## config.mk

```make
export PLATFORM = sky130hd
export DESIGN_NAME = pipe_stall_ctrl
export DESIGN_NICKNAME = d
export VERILOG_FILES = /design/src/rtl/pipe_pkg.sv /design/src/rtl/hazard_detect.sv /design/src/rtl/pipe_stall_ctrl.sv
export SDC_FILE = /design/constraint.sdc
export NUM_CORES = 1
export LEC_CHECK = 0
export CORE_MARGIN = 3
export CORE_UTILIZATION = 41
export CTS_CLUSTER_DIAMETER = 40
export CTS_CLUSTER_SIZE = 12
export DETAILED_ROUTE_END_ITERATION = 16
export GPL_TIMING_DRIVEN = 0
export PLACE_DENSITY = 0.76
export SYNTH_ARGS = -nofsm -noshare
export SYNTH_HDL_FRONTEND = slang
export SYNTH_SLANG_ARGS = --single-unit
```

## constraint.sdc

```tcl
create_clock -name clk -period 1.9 [get_ports clk]
set_input_delay 0.38 -clock clk [delete_from_list [all_inputs] [get_ports clk]]
set_output_delay 0.38 -clock clk [all_outputs]
set_load 0.1 [all_outputs]
```

## src/rtl/pipe_pkg.sv

```systemverilog
// rtl/pipe_pkg.sv - shared pipeline constants, FSM state encodings and register-index width
package pipe_pkg;

  // Register-file index width (32 architectural registers)
  localparam int REG_IDX_W = 5;

  // NOOP operation loaded into pipeline registers on bubble and at reset
  localparam logic [5:0] OP_NOOP = 6'b111111;

  // Stall/flush sequencer states
  typedef enum logic [1:0] {
    ST_RUN      = 2'd0,
    ST_MEM_WAIT = 2'd1,
    ST_ERR      = 2'd2
  } state_t;

endpackage

```

## src/rtl/hazard_detect.sv

```systemverilog
// rtl/hazard_detect.sv - combinational load-use hazard compare between EX and ID
module hazard_detect
  import pipe_pkg::*;
(
  input  logic [REG_IDX_W-1:0] id_rs,
  input  logic [REG_IDX_W-1:0] id_rt,
  input  logic [REG_IDX_W-1:0] ex_rd,
  input  logic                 ex_mem_read,
  output logic                 load_use
);

  // A load writing $zero never creates a dependency
  assign load_use = ex_mem_read && (ex_rd != '0) && ((ex_rd == id_rs) || (ex_rd == id_rt));

endmodule

```

## src/rtl/pipe_stall_ctrl.sv

```systemverilog
// rtl/pipe_stall_ctrl.sv - stall/flush sequencer for the 5-stage pipeline registers
module pipe_stall_ctrl
  import pipe_pkg::*;
#(
  parameter int MEM_TIMEOUT = 15,
  parameter int CNT_W       = 16
) (
  input  logic                 clk,
  input  logic                 rst,
  input  logic [REG_IDX_W-1:0] id_rs,
  input  logic [REG_IDX_W-1:0] id_rt,
  input  logic [REG_IDX_W-1:0] ex_rd,
  input  logic                 ex_mem_read,
  input  logic                 br_taken,
  input  logic                 dmem_req,
  input  logic                 dmem_ready,
  output logic                 pc_we,
  output logic                 ifid_we,
  output logic                 idex_we,
  output logic                 exmem_we,
  output logic                 memwb_we,
  output logic                 ifid_flush,
  output logic                 idex_bubble,
  output logic                 memwb_bubble,
  output logic                 mem_err,
  output logic [CNT_W-1:0]     stall_cycles
);

  localparam logic [7:0] TIMEOUT = MEM_TIMEOUT[7:0];

  state_t           state;
  logic [7:0]       wait_cnt;
  logic             mem_err_q;
  logic [CNT_W-1:0] stall_q;
  logic             load_use;
  logic             mem_miss;

  hazard_detect u_hazard_detect (
    .id_rs       (id_rs),
    .id_rt       (id_rt),
    .ex_rd       (ex_rd),
    .ex_mem_read (ex_mem_read),
    .load_use    (load_use)
  );

  assign mem_miss     = dmem_req && !dmem_ready;
  assign mem_err      = mem_err_q;
  assign stall_cycles = stall_q;

  // Write-enable and bubble decode: memory freeze outranks load-use, which outranks branch flush
  always_comb begin
    pc_we        = 1'b0;
    ifid_we      = 1'b0;
    idex_we      = 1'b0;
    exmem_we     = 1'b0;
    memwb_we     = 1'b0;
    ifid_flush   = 1'b0;
    idex_bubble  = 1'b0;
    memwb_bubble = 1'b0;
    if (!rst) begin
      case (state)
        ST_RUN: begin
          if (mem_miss) begin
            // MEM/WB keeps moving so the stalled access does not write back twice
            memwb_we     = 1'b1;
            memwb_bubble = 1'b1;
          end else if (load_use) begin
            // Hold PC and IF/ID; the branch in ID, if any, re-resolves next cycle
            idex_we     = 1'b1;
            exmem_we    = 1'b1;
            memwb_we    = 1'b1;
            idex_bubble = 1'b1;
          end else begin
            pc_we      = 1'b1;
            ifid_we    = 1'b1;
            idex_we    = 1'b1;
            exmem_we   = 1'b1;
            memwb_we   = 1'b1;
            ifid_flush = br_taken;
          end
        end
        ST_MEM_WAIT: begin
          if (dmem_ready) begin
            pc_we    = 1'b1;
            ifid_we  = 1'b1;
            idex_we  = 1'b1;
            exmem_we = 1'b1;
            memwb_we = 1'b1;
          end else begin
            memwb_we     = 1'b1;
            memwb_bubble = 1'b1;
          end
        end
        default: ;
      endcase
    end
  end

  // Sequencer FSM with wait counter and sticky timeout error
  always_ff @(posedge clk or posedge rst) begin
    if (rst) begin
      state     <= ST_RUN;
      wait_cnt  <= 8'd0;
      mem_err_q <= 1'b0;
    end else begin
      case (state)
        ST_RUN: begin
          if (mem_miss) begin
            state    <= ST_MEM_WAIT;
            wait_cnt <= 8'd1;
          end
        end
        ST_MEM_WAIT: begin
          if (dmem_ready) begin
            state    <= ST_RUN;
            wait_cnt <= 8'd0;
          end else begin
            wait_cnt <= wait_cnt + 8'd1;
            if (wait_cnt == TIMEOUT) begin
              state     <= ST_ERR;
              mem_err_q <= 1'b1;
            end
          end
        end
        ST_ERR: begin
          mem_err_q <= 1'b1;
        end
        default: begin
          state <= ST_RUN;
        end
      endcase
    end
  end

  // Saturating count of cycles in which the PC is held
  always_ff @(posedge clk or posedge rst) begin
    if (rst) begin
      stall_q <= '0;
    end else if (!pc_we && (stall_q != {CNT_W{1'b1}})) begin
      stall_q <= stall_q + CNT_W'(1);
    end
  end

endmodule

```

==> impl_metrics.toml, run 1 <==
[pwr]
power_mw = 2.416
p_leak_nw = 1.132
ir_drop_uv = 573.6
p_per_area_nw_per_um2 = 909.8

[clock_network]
cts_tree = "yes"
clkTransAtPathRegs_ps = 140
clockBufferDepth = 2
numCtsBuffers = 3
clock_latency_ps = 310
clockRootBuffer = "clkbuf_4"
cts_max_level = 1
cts_num_sinks = 27

[floorplan]
chipWidth_um = 65.91
coreArea_um2 = 3390
start_util_pct = 43.41
num_rows = 21
dieArea_um2 = 4343
die_h_um = 65.91
boundaryPins = 46

[placed_design]
place_hpwl_mm = 2.803
place.gp.congestion = 0.7681
port-buffer-count = 45

[route]
first_pass_iters = 4
drt-total-wl_mm = 4.265
via_count = 1374
viasPerCell = 5.070
drc = 0
wl_per_cell_um = 15.74
drt_iter0_markers = 26
ant_nets = 0

[grt]
grt_pass1_vias = 1440
grt_max_degree = 28
grt_use_total_pct = 19.84
grt-ovfl-total = 0
grt_pass1_wl_mm = 6.693
antenna_found_initial = 0

[sta]
max_freq_mhz = 447.3
slew_violations = 0
final_hold_viol_count = 0
finalSetupViolations = 22
tns_ps = -4913
rsz0062_at_grt = "yes"
layout_worst_path_cycle_share_pct = 117.7
finClkSkew_ps = 5.496
tightest_slew_ps = 994.2
setup_slack_ps = -335.9
max_slew_margin_pct = 33.65
fin_crit_ps = 2236

[worst_setup_path]
critPathRequiredTime_ps = 1520
cp-end-kind = "primary output"
crit_family = "simple AND/OR/NAND/NOR gates"
slowest_stage = "or4_4"
crit_chain = "buf_8, or4_4, o21ai_4, or2_4, nand3_4, a21boi_4, buf_12, buf_12"
startpoint_type = "input port"
crit_type = "in2out"
worst_path_largest_cell_delay_ps = 530
critPathBufInv = 3
crit_top_cell = "buf_12"
crit_fanout = 2
critPathArrivalTime_ps = 1860

[logic_synthesis]
synthesis.area_um2 = 1471
synth.distinct_cells = 31
ys_seq_area_share_pct = 45.92
syn_area_per_cell_um2 = 9.680
syn_inst = 152
synth.net_count = 175
yosys_register_bits = 27
synth_warnings = 0

[final_layout]
antenna_cells = 0
drive_gt1_share_pct = 54.67
area_growth_pct = 80.44
fin_nets = 249

[run_status]
status = "complete, but fails checks"
violations = "setup timing"

[job]
cap_violations = 0

[hold_path]
min_path_type = "reg2reg"
[final timing paths]
| check | startpoint | end | depth (start not counted) | slack (ps) |
|---|---|---|---|---|
| max reg2reg | stall_cycles[5] | stall_cycles[1] | 8 | -180 |
| min | stall_cycles[3] | stall_cycles[3] | 1 | 500 |
| max in group asynchronous | rst | stall_cycles[12] | 2 | 540 |
| min in group asynchronous | rst | stall_cycles[13] | 2 | 650 |
| max | ex_rd[0] | pc_we | 8 | -340 |
| min reg2reg | stall_cycles[3] | stall_cycles[3] | 1 | 500 |
[routing by layer]
layer	GRT usage, %	routed length, um	up-vias
met2	35.04	2338	24
met5	0	0	-
met4	4.145	19	0
met3	4.082	117	2
li1	-	-	664
met1	24.84	1789	684
[Yosys cell counts]
library cell / count / share of area, %
dfrtp_1: 27 / 46
nor2_1: 15 / 3.8
xnor2_1: 15 / 8.9
xor2_1: 15 / 8.9
nand4_1: 10 / 4.3
nand2_1: 9 / 2.3
nand3_1: 9 / 3.1
inv_1: 7 / 1.8
o21ai_0: 6 / 2.0
and3_1: 5 / 2.1
nor3_1: 5 / 1.7
a21oi_1: 4 / 1.4
and2_1: 2 / 0.85
and4_1: 2 / 1.2
buf_4: 2 / 1.0
ha_1: 2 / 1.7
or2_2: 2 / 0.85
or3_1: 2 / 0.85
a21boi_0: 1 / 0.51
a22oi_1: 1 / 0.51
buf_6: 1 / 0.77
buf_8: 1 / 1.0
clkbuf_1: 1 / 0.25
mux2_2: 1 / 0.77
mux2i_1: 1 / 0.68
nor2b_1: 1 / 0.43
nor4_1: 1 / 0.43
o21ai_1: 1 / 0.34
or2_1: 1 / 0.43
or4_1: 1 / 0.51
or4b_2: 1 / 0.68
[final cells by class]
type / instances / area, um^2
Sequential cell: 27 / 723.2
Fill cell: 205 / 734.5
Inverter: 7 / 26.28
Tap cell: 46 / 57.56
Buffer: 4 / 66.31
Clock buffer: 4 / 26.28
Timing Repair Buffer: 70 / 752.0
Multi-Input combinational cell: 113 / 1003
[per-stage QoR]
| step | util [%] | hold slack [ps] | cell area [um^2] | worst slack, ps | std cells |
|---|---|---|---|---|---|
| after floorplan | - | 432.5 | 1664 | -665.2 | 152 |
| after global placement | 64.08 | 476.8 | 2172 | -1722 | 243 |
| after detailed placement | 64.08 | 483.4 | 2172 | -1748 | 243 |
| after CTS | 73.79 | 499.8 | 2501 | -347.5 | 261 |
| after global routing | 78.33 | 505.4 | 2655 | -406.2 | 271 |
| final | 78.33 | 503.2 | 2655 | -335.9 | 271 |
[report_power, final]
part / switching [mW] / leakage, nW / internal (mW)
Clock: 0.156 / 0.0150 / 0.0818
Sequential: 0.126 / 0.327 / 0.704
Combinational: 0.905 / 0.790 / 0.443
[layout by cell type, fill, tap and decap left out, types with 2 or more instances in the layout]
| cell | instances |
|---|---|
| buf_16 | 2 |
| nor3_2 | 2 |
| nand2_4 | 3 |
| nand2_1 | 5 |
| and3_1 | 2 |
| xor2_1 | 14 |
| dfrtp_2 | 8 |
| buf_8 | 2 |
| clkbuf_2 | 3 |
| buf_6 | 10 |
| a21oi_1 | 3 |
| and2_1 | 2 |
| inv_1 | 7 |
| dlygate4sd2_1 | 3 |
| nand3_1 | 4 |
| dfrtp_4 | 10 |
| nor3_4 | 3 |
| nand4_1 | 10 |
| nor2_4 | 3 |
| xnor2_2 | 4 |
| nand3_4 | 4 |
| nor2_1 | 12 |
| clkdlybuf4s15_1 | 7 |
| dfrtp_1 | 9 |
| and4_1 | 2 |
| clkbuf_4 | 3 |
| buf_4 | 17 |
| o21ai_0 | 5 |
| buf_2 | 4 |
| clkdlybuf4s15_2 | 17 |
| xnor2_1 | 11 |
| buf_12 | 8 |
| and3_4 | 3 |
[cells by family after synthesis]
logic type,count (synthesis),synth area share (%)
XOR/XNOR,30,17.86
adder cells (fa/ha/maj),2,1.700
AND/OR/NAND/NOR,66,23.47
multiplexers,2,1.446
buffers and inverters,12,4.846
AO/OA/AOI/OAI,13,4.762
flip-flops,27,45.92
[sequential cells by signal, indices dropped and copies added, names as in the netlist]
signal        cells
mem_err           1
wait_cnt          8
state             2
stall_cycles     16
[repair_timing]
action | in CTS | in global routing
hold buffers | 0 | 0
pin swaps | 39 | 17
setup endpoints to repair | 42 | 25
resized for setup | 182 | 29
buffers inserted | 26 | 10
endpoints found under the hold margin | 0 | 0
cloned | 1 | 0
Note: power is estimated with default switching activity, not from simulation.
==> run 2, diff against run 1 <==
--- a/config.mk
+++ b/config.mk
@@ -10,6 +10,7 @@
 export CTS_CLUSTER_DIAMETER = 40
 export CTS_CLUSTER_SIZE = 12
 export DETAILED_ROUTE_END_ITERATION = 16
+export GPL_ROUTABILITY_DRIVEN = 0
 export GPL_TIMING_DRIVEN = 0
 export PLACE_DENSITY = 0.76
 export SYNTH_ARGS = -nofsm -noshare
==> results of run 2 <==
Final layout, timing and power as in run 1 (identical DEF).
==> run 3, diff against run 2 <==
--- a/config.mk
+++ b/config.mk
@@ -5,7 +5,7 @@
 export SDC_FILE = /design/constraint.sdc
 export NUM_CORES = 1
 export LEC_CHECK = 0
-export CORE_MARGIN = 3
+export CORE_MARGIN = 5
 export CORE_UTILIZATION = 41
 export CTS_CLUSTER_DIAMETER = 40
 export CTS_CLUSTER_SIZE = 12
==> impl_metrics.toml, run 3 (synthesis results as in run 1) <==
[sta]
tightest_slew_ps = 1003
whs_ps = 482.3
rsz0062_at_grt = "yes"
final_hold_viol_count = 0
setup_slack_ps = -383.9
finalSetupViolations = 23
fin_crit_ps = 2284
slew_violations = 0
layout_worst_path_cycle_share_pct = 120.2
max_freq_mhz = 437.8
max_slew_margin_pct = 33.07
finClkSkew_ps = 4.004

[floorplan]
dieArea_um2 = 4887
start_util_pct = 43.08
coreArea_um2 = 3416
num_rows = 21
die_h_um = 69.91
boundaryPins = 46
chipWidth_um = 69.91

[placed_design]
place_hpwl_mm = 2.692
port-buffer-count = 45
dp_cells = 243
placed_area_um2 = 2172
dp_slack_ps = -1725

[clock_network]
clkTransAtPathRegs_ps = 140
clock_latency_ps = 330
cts_max_level = 1
numCtsBuffers = 3
cts_tree = "yes"
clockBufferDepth = 2
cts_num_sinks = 27
clockRootBuffer = "clkbuf_4"

[hold_path]
worstHoldPathCells = 1
min_path_type = "reg2reg"

[route]
drc = 0
drt-total-wl_mm = 3.993
via_count = 1373
viasPerCell = 5.281
wl_per_cell_um = 15.36
drt_iter0_markers = 54
ant_nets = 0
first_pass_iters = 4

[grt]
grt_pass1_vias = 1409
grt_max_degree = 28
grt-ovfl-total = 0
antenna_found_initial = 0
grt_pass1_wl_mm = 6.672
grt_use_total_pct = 16.91

[worst_setup_path]
r2r_cells = 9
crit_fanout = 3
crit_type = "in2out"
cp-end-kind = "primary output"
startpoint_type = "input port"
critPathArrivalTime_ps = 1900
critPathRequiredTime_ps = 1520

[pwr]
p_per_area_nw_per_um2 = 927.7
swShare_pct = 49.99
p_leak_nw = 1.047
switching_power_mw = 1.158
power_frac_seq_pct = 35.9
p_clk_share_pct = 10.9
ir_drop_uv = 497.8
intPower_mw = 1.159
p_comb_share_pct = 53.2

[final_layout]
final_common_cell = "clkdlybuf4s15_2"
area_growth_pct = 69.73
fin_area_um2 = 2497
largest_reg_flops = 16
fin_nets = 238
finalNonFillerCells = 260
finish.utilization_pct = 73.11
antenna_cells = 0
drive_gt1_share_pct = 48.60
regArea_um2 = 723.2
fillCellCount = 251
final_cell_mix = "clkdlybuf4s15_2 (18), xor2_1 (15), xnor2_1 (14), nor2_1 (13)"
multi_input_area_um2 = 928.4

[run_status]
status = "complete, but fails checks"
violations = "setup timing"

[job]
cap_violations = 0
## run 3: cell count changes in the layout (fill, tap and decap cells not counted), sizes merged
cell | before | now
clkdlybuf4s15 | 24 | 21
clkbuf | 7 | 4
dlygate4sd2 | 3 | 7
dlymetal6s2s | 0 | 1
buf | 43 | 33
## run 3: power groups by stage
stage                     Clock [mW]  Sequential (mW)  Combinational (mW)
after global routing           0.282            0.852                1.29
after detailed placement           0            0.840                1.17
after global placement             0            0.829                1.16
final                          0.252            0.832                1.23
after floorplan                    0             1.36               0.357
after CTS                      0.256            0.830                1.21
## run 3: critical path, cell delays in order
cell      delay, ps
buf_8           100
or4_4           540
o21ai_4         160
or2_4           170
nand3_4          70
a21boi_4        190
buf_12          130
buf_16          150
## run 3: final cells by class
type                    count  area share, %
repair buffers             59          26.80
well taps                  46          2.305
flip-flops and latches     27          28.96
multi-input cells         113          37.17
plain buffers               4          2.655
inverters                   7          1.052
clock buffers               4          1.052
## run 3: per-layer routing
metal,vias to the layer above,global-route usage (%),part of all wire [%]
li1,641,-,-
met1,660,20.11,39
met2,60,29.07,51
met3,12,3.443,5.8
met4,0,7.872,3.2
met5,-,0,0
## run 3: what timing repair did
action | in CTS | in global routing
pin swaps | 39 | 8
setup endpoints to repair | 41 | 25
hold buffers | 0 | 0
gates cloned | 1 | 0
setup buffers | 22 | 2
resized for setup | 183 | 7
## run 3: final timing paths
check / from / endpoint / slack, ps
min reg2reg: mem_err / mem_err / 480
min in group asynchronous: rst / stall_cycles[15] / 620
min: mem_err / mem_err / 480
max in group asynchronous: rst / stall_cycles[11] / 560
max reg2reg: stall_cycles[9] / stall_cycles[6] / -40
max: ex_rd[2] / pc_we / -380
## run 3: per-stage QoR
stage               total power, mW  TNS (ps)
floorplan                     1.720     -2624
global placement              1.994    -21040
detailed placement            2.014    -23600
CTS                           2.300     -3258
global route                  2.422     -7137
finish                        2.317     -6006
